`src/rtl/peripheral_mpram_wb_slave.sv`:
```
// Wishbone B3 slave front-end for a byte-write MPRAM with a 1-cycle registered read.
// Optional incrementing-burst support is built when MPRAM_WB_BURST_EN is defined.
module peripheral_mpram_wb_slave #(
   parameter int DEPTH = 256,
   parameter int AW    = $clog2(DEPTH),
   parameter int DW    = 32
) (
   input  logic          clk,
   input  logic          rst,
   input  logic [AW+1:0] wb_adr_i,
   input  logic [DW-1:0] wb_dat_i,
   input  logic [3:0]    wb_sel_i,
   input  logic          wb_we_i,
   input  logic          wb_cyc_i,
   input  logic          wb_stb_i,
   input  logic [2:0]    wb_cti_i,
   input  logic [1:0]    wb_bte_i,
   output logic [DW-1:0] wb_dat_o,
   output logic          wb_ack_o,
   output logic [3:0]    ram_we,
   output logic [DW-1:0] ram_din,
   output logic [AW-1:0] ram_waddr,
   output logic [AW-1:0] ram_raddr,
   input  logic [DW-1:0] ram_dout
);

   typedef enum logic {IDLE, BURST} state_t;

   state_t        state, state_nx;
   logic          ack_q, ack_nx;
   logic [AW-1:0] adr_q, adr_nx;
   logic          req;
   logic          burst_go;
   logic [AW-1:0] word_adr;
   logic [AW-1:0] adr_inc;

   assign req       = wb_cyc_i & wb_stb_i;
   assign word_adr  = wb_adr_i[AW+1:2];
   assign wb_ack_o  = ack_q & req & ~rst;
   assign ram_we    = (wb_ack_o & wb_we_i) ? wb_sel_i : 4'h0;
   assign ram_din   = wb_dat_i;
   assign ram_waddr = adr_q;
   assign wb_dat_o  = ram_dout;

`ifdef MPRAM_WB_BURST_EN
   // Linear bursts wrap at DEPTH; wrapped bursts only advance the low 2/3/4 bits.
   function automatic logic [AW-1:0] next_adr(input logic [AW-1:0] a, input logic [1:0] bte);
      logic [AW-1:0] mask;
      logic [AW-1:0] lin;
      lin = (a == AW'(DEPTH - 1)) ? '0 : a + AW'(1);
      case (bte)
         2'b01:   mask = AW'(3);
         2'b10:   mask = AW'(7);
         2'b11:   mask = AW'(15);
         default: mask = '0;
      endcase
      if (bte == 2'b00) next_adr = lin;
      else              next_adr = (a & ~mask) | ((a + AW'(1)) & mask);
   endfunction

   logic [1:0] unused_bits;

   assign unused_bits = wb_adr_i[1:0];
   assign burst_go    = req & ack_q & (wb_cti_i == 3'b010);
   assign adr_inc     = next_adr(adr_q, wb_bte_i);
   // Prefetch the following beat so its data lands together with the next ack.
   assign ram_raddr   = (state == BURST || burst_go) ? adr_inc : word_adr;
`else
   logic [6:0] unused_bits;

   assign unused_bits = {wb_adr_i[1:0], wb_cti_i, wb_bte_i};
   assign burst_go    = 1'b0;
   assign adr_inc     = adr_q;
   assign ram_raddr   = word_adr;
`endif

   always_comb begin
      state_nx = state;
      ack_nx   = ack_q;
      adr_nx   = adr_q;
      case (state)
         IDLE: begin
            if (ack_q) begin
               if (burst_go) begin
                  state_nx = BURST;
                  adr_nx   = adr_inc;
               end else begin
                  ack_nx = 1'b0;
               end
            end else if (req) begin
               adr_nx = word_adr;
               ack_nx = 1'b1;
            end
         end
         BURST: begin
            // Any non-continuing beat or a dropped request ends the burst.
            if (burst_go) begin
               adr_nx = adr_inc;
            end else begin
               state_nx = IDLE;
               ack_nx   = 1'b0;
            end
         end
         default: begin
            state_nx = IDLE;
            ack_nx   = 1'b0;
         end
      endcase
   end

   always_ff @(posedge clk) begin
      if (rst) begin
         state <= IDLE;
         ack_q <= 1'b0;
         adr_q <= '0;
      end else begin
         state <= state_nx;
         ack_q <= ack_nx;
         adr_q <= adr_nx;
      end
   end

endmodule

```
`config.mk`:
```
export PLATFORM = sky130hd
export DESIGN_NAME = peripheral_mpram_wb_slave
export DESIGN_NICKNAME = d
export VERILOG_FILES = /design/src/rtl/peripheral_mpram_wb_slave.sv
export SDC_FILE = /design/constraint.sdc
export NUM_CORES = 1
export LEC_CHECK = 0
export ABC_CLOCK_PERIOD_IN_PS = 1050
export CORE_MARGIN = 1
export CORE_UTILIZATION = 21
export DETAILED_ROUTE_END_ITERATION = 6
export PLACE_DENSITY = 0.85
export SLEW_MARGIN = 40
export SYNTH_ARGS = -nofsm -noshare
export SYNTH_HDL_FRONTEND = slang
export SYNTH_SLANG_ARGS = --single-unit
```
`constraint.sdc`:
```
create_clock -name clk -period 1.05 [get_ports clk]
set_input_delay 0.21 -clock clk [delete_from_list [all_inputs] [get_ports clk]]
set_output_delay 0.21 -clock clk [all_outputs]
set_load 0.05 [all_outputs]
```
* Word level (Yosys, flattened, before mapping)
Index checks and enable logic that the tools add are counted.
** Word-level totals
- Register bits :: 9
- Input bits :: 88
- Output and inout bits :: 85
- Logic and storage cells :: 14
** Operators by class
- Multiplexer cells :: 4
- Bitwise operators :: 6
- Reductions and logical operators :: 2
** Operators with widths (number)
- $mux W8 :: 2
- $and A1 B1 Y1 :: 4
- $mux W4 :: 1
- $not A1 Y1 :: 2
- $reduce_and A2 Y1 :: 1
- $reduce_or A2 Y1 :: 1
- $mux W1 :: 1

* Depth between registers and ports, before layout
Gate-level depths: netlist (run 1).
- Depth after elaboration :: 5
- Gate-level depth with buffers :: 3
- Mapped depth without buffers :: 2

* Worst setup path before layout (run 1)
OpenSTA, ideal clock, no wires.
- Kind :: register to output
- Start :: register ack_q
- End :: output port ram_we[0]
- Arrival time :: 1.577 ns
- Required time :: 0.840 ns
- Setup slack :: -0.737 ns
- Stages on the path, launching flop included :: 3
- Path buffers :: 0
- Cells stage by stage :: dfxtp_1 > nand4b_1 > nor3_1
** On the way
- Longest elaborated chain between the ends :: 4
** RTL lines
- from (decl) :: line 30 : logic ack_q, ack_nx;
- from (signal assigned) :: line 118 : ack_q <= ack_nx;
- $and A1 B1 Y1 (2 in series) :: line 39 : assign wb_ack_o = ack_q & req & ~rst;
- $and A1 B1 Y1 :: line 40 : assign ram_we = (wb_ack_o & wb_we_i) ? wb_sel_i : 4'h0;
- $mux W4 :: line 40
- to (decl) :: line 20 : output logic [3:0] ram_we,
No other way between the ends.

* Final worst setup path (run 1)
Ends and elaborated chain as after synthesis.

==> results.toml, run 1 <==
[status]
status = "finished with violations"
violations = "design-rule violations, negative setup slack"

[clocking]
htreeDepth = 1
numCtsBuffers = 3
cts.clk_slew.worst_paths_ps = 40
cts_sinks = 9
cts-root-buf = "clkbuf_8"
cts_buffer_depth = 2
cts_tree = "yes"
worstSkewPairLatency_ps = 230

[timing]
clock.fmax_ghz = 0.730
worst_slew_pin_slew_ps = 182
holdWs_ps = 373
rsz0062_at_grt = "yes"
fin_skew_ps = 3.46
hold_viol_final = 0
fin_setup_tns_ps = -1690
finalCritPeriodShare = 1.30
period_minus_slack_ps = 1370
slew_headroom = 0.879
setup_viol = 13
finalMaxSlewViolations = 0
setup_ws_ps = -319

[critical_path]
arrival_ps = 1160
crit_fanout = 5
path_depth = 4
rrSetupSlack_ps = -30
worst_setup_path_end_kind = "output port"
worstRegToRegCells = 4
critPathMaxStageDelay_ps = 330
cp_slowest_cell = "dfxtp_2"
path_buf_inv = 2
crit_type = "flip-flop to output port"
regToRegStartpoint = "ack_q$_SDFF_PP0_"
crit_end = "ram_we[0]"
worst_r2r_endpoint = "ram_waddr[7]$_SDFFE_PP0P_"
crit_family = "flip-flops"
cp-start-kind = "flip-flop"
cp_data_required_time_ps = 840
worstPathCellList = "nand4b_1 -> buf_6 -> nor3_4 -> buf_12"
startpoint = "ack_q$_SDFF_PP0_"

[detailed_routing]
vias = 553
remaining_drc_errors = 24
wirelength_mm = 1.84
drt_iter0_drc = 32
wl_per_cell_um = 12.6
firstDrtPassIters = 6
via_per_inst = 3.79
antenna_left = 0

[cells_and_area]
multi_input_area_um2 = 273
nFillCells = 454
layout-drive-gt1-share = 0.404
final_nets = 183
layout.area.seq_um2 = 181
syn_to_final_growth_pct = 23.4
diodes = 0
final_util = 0.273
postLayoutCellArea_mm2 = 0.00121
layout.cells.non_filler = 146

[power]
report.power.total_mw = 1.18
max-vdd-ir-drop_mv = 0.280
power_density_mw_per_mm2 = 969
leakage_nw = 0.513

[logic_synthesis]
synth_cell_types = 11
syn_area_um2 = 985
synthTopCellsByCount = "buf_4 (72), nand2b_1 (16), dfxtp_1 (9)"
synthArstFlopShare = 0
yosysWarnings = 0
syn_inst = 121
avgSynthCellArea_um2 = 8.14
yosysMostFrequentCell = "buf_4"
synth.largest_area_cell = "buf_4"
yosys.area.top_type_share = 0.549
synth_seq_cells = 9
synth_fp_nets = 209
ys.flop_type = "dfxtp_1"
yosys-top-cells-area = "buf_4 (55%), dfxtp_1 (18%), nand2b_1 (10%), mux2i_1 (8.1%), nor3_1 (2.5%)"
seq_area_frac_synth = 0.183
synth_edf_count = 0

[grt]
antenna_found_initial = 0
grt_util_met2 = 0.106
met1_usage = 0.0662
grt_pass1_vias = 563
grt_max_degree = 18
gr-total-overflow = 0
grt_pass1_wl_mm = 2.76
top_usage_layer = "met2"
grt_usage = 0.0755
grt_util_met3 = 0.0548

[placement]
pre_cts_ws_ps = -546
gp_congestion = 0.657
dpl_cell_area_mm2 = 0.00116
dpl.hpwl_mm = 1.43
port_buffers = 37
dp.cells = 140

[die]
die-area_mm2 = 0.00497
fp.dieH_um = 70.5
core_mm2 = 0.00444
io_pins = 173
start_util = 0.222
num_rows = 24
die_w_um = 70.5

[worst_hold_path]
min_path_type = "input pin to flip-flop"

[run]
maxCapViolCount = 0
[how the worst min path moves through the flow]
stage / start / endpoint / slack, ps / cells past startpoint
finish: wb_cyc_i / ack_q$_SDFF_PP0_ / 370 / 3
global route: wb_cyc_i / ack_q$_SDFF_PP0_ / 400 / 3
CTS: wb_cyc_i / ack_q$_SDFF_PP0_ / 370 / 3
detailed placement: wb_dat_i[15] / ram_din[15] / 420 / 0
global placement: wb_dat_i[15] / ram_din[15] / 420 / 0
floorplan: wb_stb_i / ack_q$_SDFF_PP0_ / 330 / 2
[repair_timing]
| action | CTS | global route |
|---|---|---|
| gates resized for setup | 15 | 1 |
| buffers inserted | 1 | 1 |
| hold buffers | 0 | 0 |
| pin swaps | 2 | 1 |
| setup endpoints to repair | 21 | 5 |
[logic make-up (layout without fill, tap and decap cells)]
kind of cell  count (synthesis)  in the layout  synth area share
mux                           8              8            0.0813
buf+inv                      80             53             0.587
simple gates                 24             24             0.149
flops                         9              9             0.183
[worst register-to-register path: cells and delay by family, from the launching register on]
kind	cells	cell delay, ps
flip-flops	1	320
buffers and inverters	2	270
AND/OR/NAND/NOR	1	250
multiplexers	1	180
[routing by layer]
metal / share of wire / routed length [um]
met5: 0 / 0
met3: 0.17 / 310
met2: 0.46 / 840
met4: 0.053 / 97
met1: 0.32 / 586
[placed cells by master (no fill, tap or decap)]
master	n
inv_1	4
clkdlybuf4s50_1	5
dfxtp_2	1
nor3_1	1
buf_6	1
buf_4	4
nand4b_1	1
nor3_4	4
inv_2	2
nand2b_1	16
clkbuf_8	3
buf_12	22
nand2_1	1
clkbuf_1	1
dfxtp_1	8
dlygate4sd2_1	11
mux2i_1	8
and3b_2	1
[where the power goes]
| part | total, mW | switching [mW] | internal, mW | leakage [nW] |
|---|---|---|---|---|
| Sequential | 0.378 | 0.0172 | 0.361 | 0.0740 |
| Combinational | 0.396 | 0.194 | 0.202 | 0.416 |
| Clock | 0.403 | 0.138 | 0.265 | 0.0228 |
[state kept, by name (all words and copies together) (netlist names)]
register / cells
ack_q: 1
ram_waddr: 8
[area by class of cell]
class	instances	share of cell area
Clock buffer	4	0.0371
Inverter	6	0.0185
Multi-Input combinational cell	32	0.225
Sequential cell	9	0.149
Tap cell	52	0.0536
Timing Repair Buffer	43	0.517
No activity file was read; power rests on OpenSTA's default activity.
==> inputs of run 2 (changes only) <==
ABC_AREA = 1   (was default)
PLACE_DENSITY = 0.87   (was 0.85)
==> results.toml, run 2 <==
[timing]
fin_skew_ps = 1.85
rsz0062_at_grt = "yes"
finalCritPeriodShare = 1.27
hold_viol_final = 0
slew_headroom = 0.887
clock.fmax_ghz = 0.752
period_minus_slack_ps = 1330
worst_slew_pin_slew_ps = 169
finalMaxSlewViolations = 0
setup_ws_ps = -281
fin_setup_tns_ps = -1330
setup_viol = 5

[critical_path]
cp-start-kind = "flip-flop"
path_buf_inv = 2
regToRegStartpoint = "ack_q$_SDFF_PP0_"
cp_data_required_time_ps = 840
rrSetupSlack_ps = 100
crit_family = "simple AND/OR/NAND/NOR gates"
arrival_ps = 1120
cp_slowest_cell = "dfxtp_2"
crit_type = "flip-flop to output port"
worstPathCellList = "inv_4 -> nor2_4 -> nand3_4 -> nor2_4 -> buf_6"
critPathMaxStageDelay_ps = 340
worstRegToRegCells = 5
worst_setup_path_end_kind = "output port"
crit_fanout = 4
worst_r2r_endpoint = "ram_waddr[3]$_SDFFE_PP0P_"
cp_common_cell = "nor2_4"
path_depth = 5

[die]
die_w_um = 69.6
die-area_mm2 = 0.00485
io_pins = 173
num_rows = 24
core_mm2 = 0.00438
fp.dieH_um = 69.6
start_util = 0.219

[cells_and_area]
layout-drive-gt1-share = 0.400
final_nets = 204
largest_register_ffs = 8
layout_common_cells = "nor2_1 (17), buf_12 (17), nand2_1 (15)"
syn_to_final_growth_pct = 24.7
diodes = 0

[status]
status = "finished with violations"
violations = "negative setup slack"

[grt]
grt_pass1_vias = 699
antenna_found_initial = 0
gr-total-overflow = 0
grt_usage = 0.0843
grt_max_degree = 18
grt_pass1_wl_mm = 3.20

[power]
max-vdd-ir-drop_mv = 0.268
power_density_mw_per_mm2 = 1060
leakage_nw = 0.558

[detailed_routing]
highest_layer = "met4"
dr_wl_met3_um = 266
wl_per_cell_um = 13.5
via_per_inst = 3.95
routed-wl-met2_mm = 1.10
wl_met1_um = 737
firstDrtPassIters = 2
drt_iter0_drc = 4
remaining_drc_errors = 0
wirelength_mm = 2.26
antenna_left = 0
vias = 659

[logic_synthesis]
avgSynthCellArea_um2 = 6.96
synth_seq_cells = 9
syn_area_um2 = 961
syn_inst = 138
synthTopCellsByCount = "buf_4 (72), nor2_1 (22), nand2_1 (16)"
synth_cell_types = 12
yosysWarnings = 0
synth.largest_area_cell = "buf_4"
yosys.area.top_type_share = 0.563
seq_area_frac_synth = 0.188
synthArstFlopShare = 0
synth_edf_count = 0
ys.flop_type = "dfxtp_1"
yosysMostFrequentCell = "buf_4"
synth_fp_nets = 226
yosys-top-cells-area = "buf_4 (56%), dfxtp_1 (19%), nor2_1 (8.6%), nand2_1 (6.3%), inv_1 (4.7%)"

[placement]
pre_cts_ws_ps = -593
dpl.hpwl_mm = 1.62
port_buffers = 37
gp_congestion = 0.680

[run]
maxCapViolCount = 0

[clocking]
worstSkewPairLatency_ps = 230
holdBufCountCts = 0
cts_sinks = 9
numCtsBuffers = 3
cts_tree = "yes"
cts.clk_slew.worst_paths_ps = 50
cts-root-buf = "clkbuf_8"
htreeDepth = 1
cts_buffer_depth = 2

[worst_hold_path]
hp-start = "wb_adr_i[8]"
min_path_cells = 3
min_path_type = "input pin to flip-flop"
whs_endpoint = "ram_waddr[6]$_SDFFE_PP0P_"
[run 2: cell types whose count changed in the layout (fill, tap and decap cells not counted), moves of 5 or more]
cell,change
nor2_1,+17
nand2b_1,-16
nand2_1,+14
inv_1,+8
mux2i_1,-8
buf_12,-5
nor2_4,+5
[run 2: worst register-to-register path: cells and delay by family, from the launching register on]
family	cells	cell delay, ps
buf+inv	2	220
simple gates	3	310
flops	1	320
[run 2: cell families after synthesis]
family	count (synthesis)	synth area share
DFF	9	0.187
buffers and inverters	87	0.629
and+or+nand+nor	42	0.184
[run 2: worst max-delay path by stage]
stage / startpoint / end / slack [ps]
after CTS: ack_q$_SDFF_PP0_ / ram_we[3] / -310
after floorplan: ack_q$_SDFF_PP0_ / ram_we[0] / -70
final: ack_q$_SDFF_PP0_ / ram_we[1] / -280
after global placement: wb_cyc_i / ram_we[0] / -540
after detailed placement: wb_cyc_i / ram_we[0] / -590
after global routing: ack_q$_SDFF_PP0_ / ram_we[3] / -350
[run 2: what timing repair did]
action	in CTS	in global routing
endpoints found under the setup margin	21	13
resized for setup	17	1
setup buffers	1	0
pin swaps	5	2
cloned	0	2
[run 2: per-stage QoR]
step           std cells  instance area (um2)  hold slack [ps]   util  power [mW]
4_1_cts              165                 1170              415  0.267        1.28
6_report             167                 1200              415  0.273        1.27
2_1_floorplan        138                 1030              275      -        1.28
3_5_place_dp         160                 1120              420  0.255       0.871
3_3_place_gp         160                 1120              420  0.255       0.860
5_1_grt              167                 1200              420  0.273        1.34
[run 2: power by group]
part           internal, mW  switching, mW
clock                 0.265          0.140
sequential            0.366         0.0234
combinational         0.221          0.251
[run 2: layout make-up]
cell class | instances | area [um2]
fillers | 459 | 3190
flip-flops and latches | 9 | 181
inverters | 14 | 56.3
well taps | 52 | 65.1
clock buffers | 4 | 45.0
repair buffers | 44 | 583
multi-input cells | 44 | 268
[run 2: per-layer routing]
metal,global-route usage,up-vias
met5,0,-
met4,0.0844,0
met3,0.0494,28
met2,0.142,42
met1,0.0645,299
li1,-,290
==> inputs of run 3 (changes only) <==
GPL_ROUTABILITY_DRIVEN = 1   (was default)
==> results of run 3 <==
Final layout, timing and power as in run 2 (identical DEF).
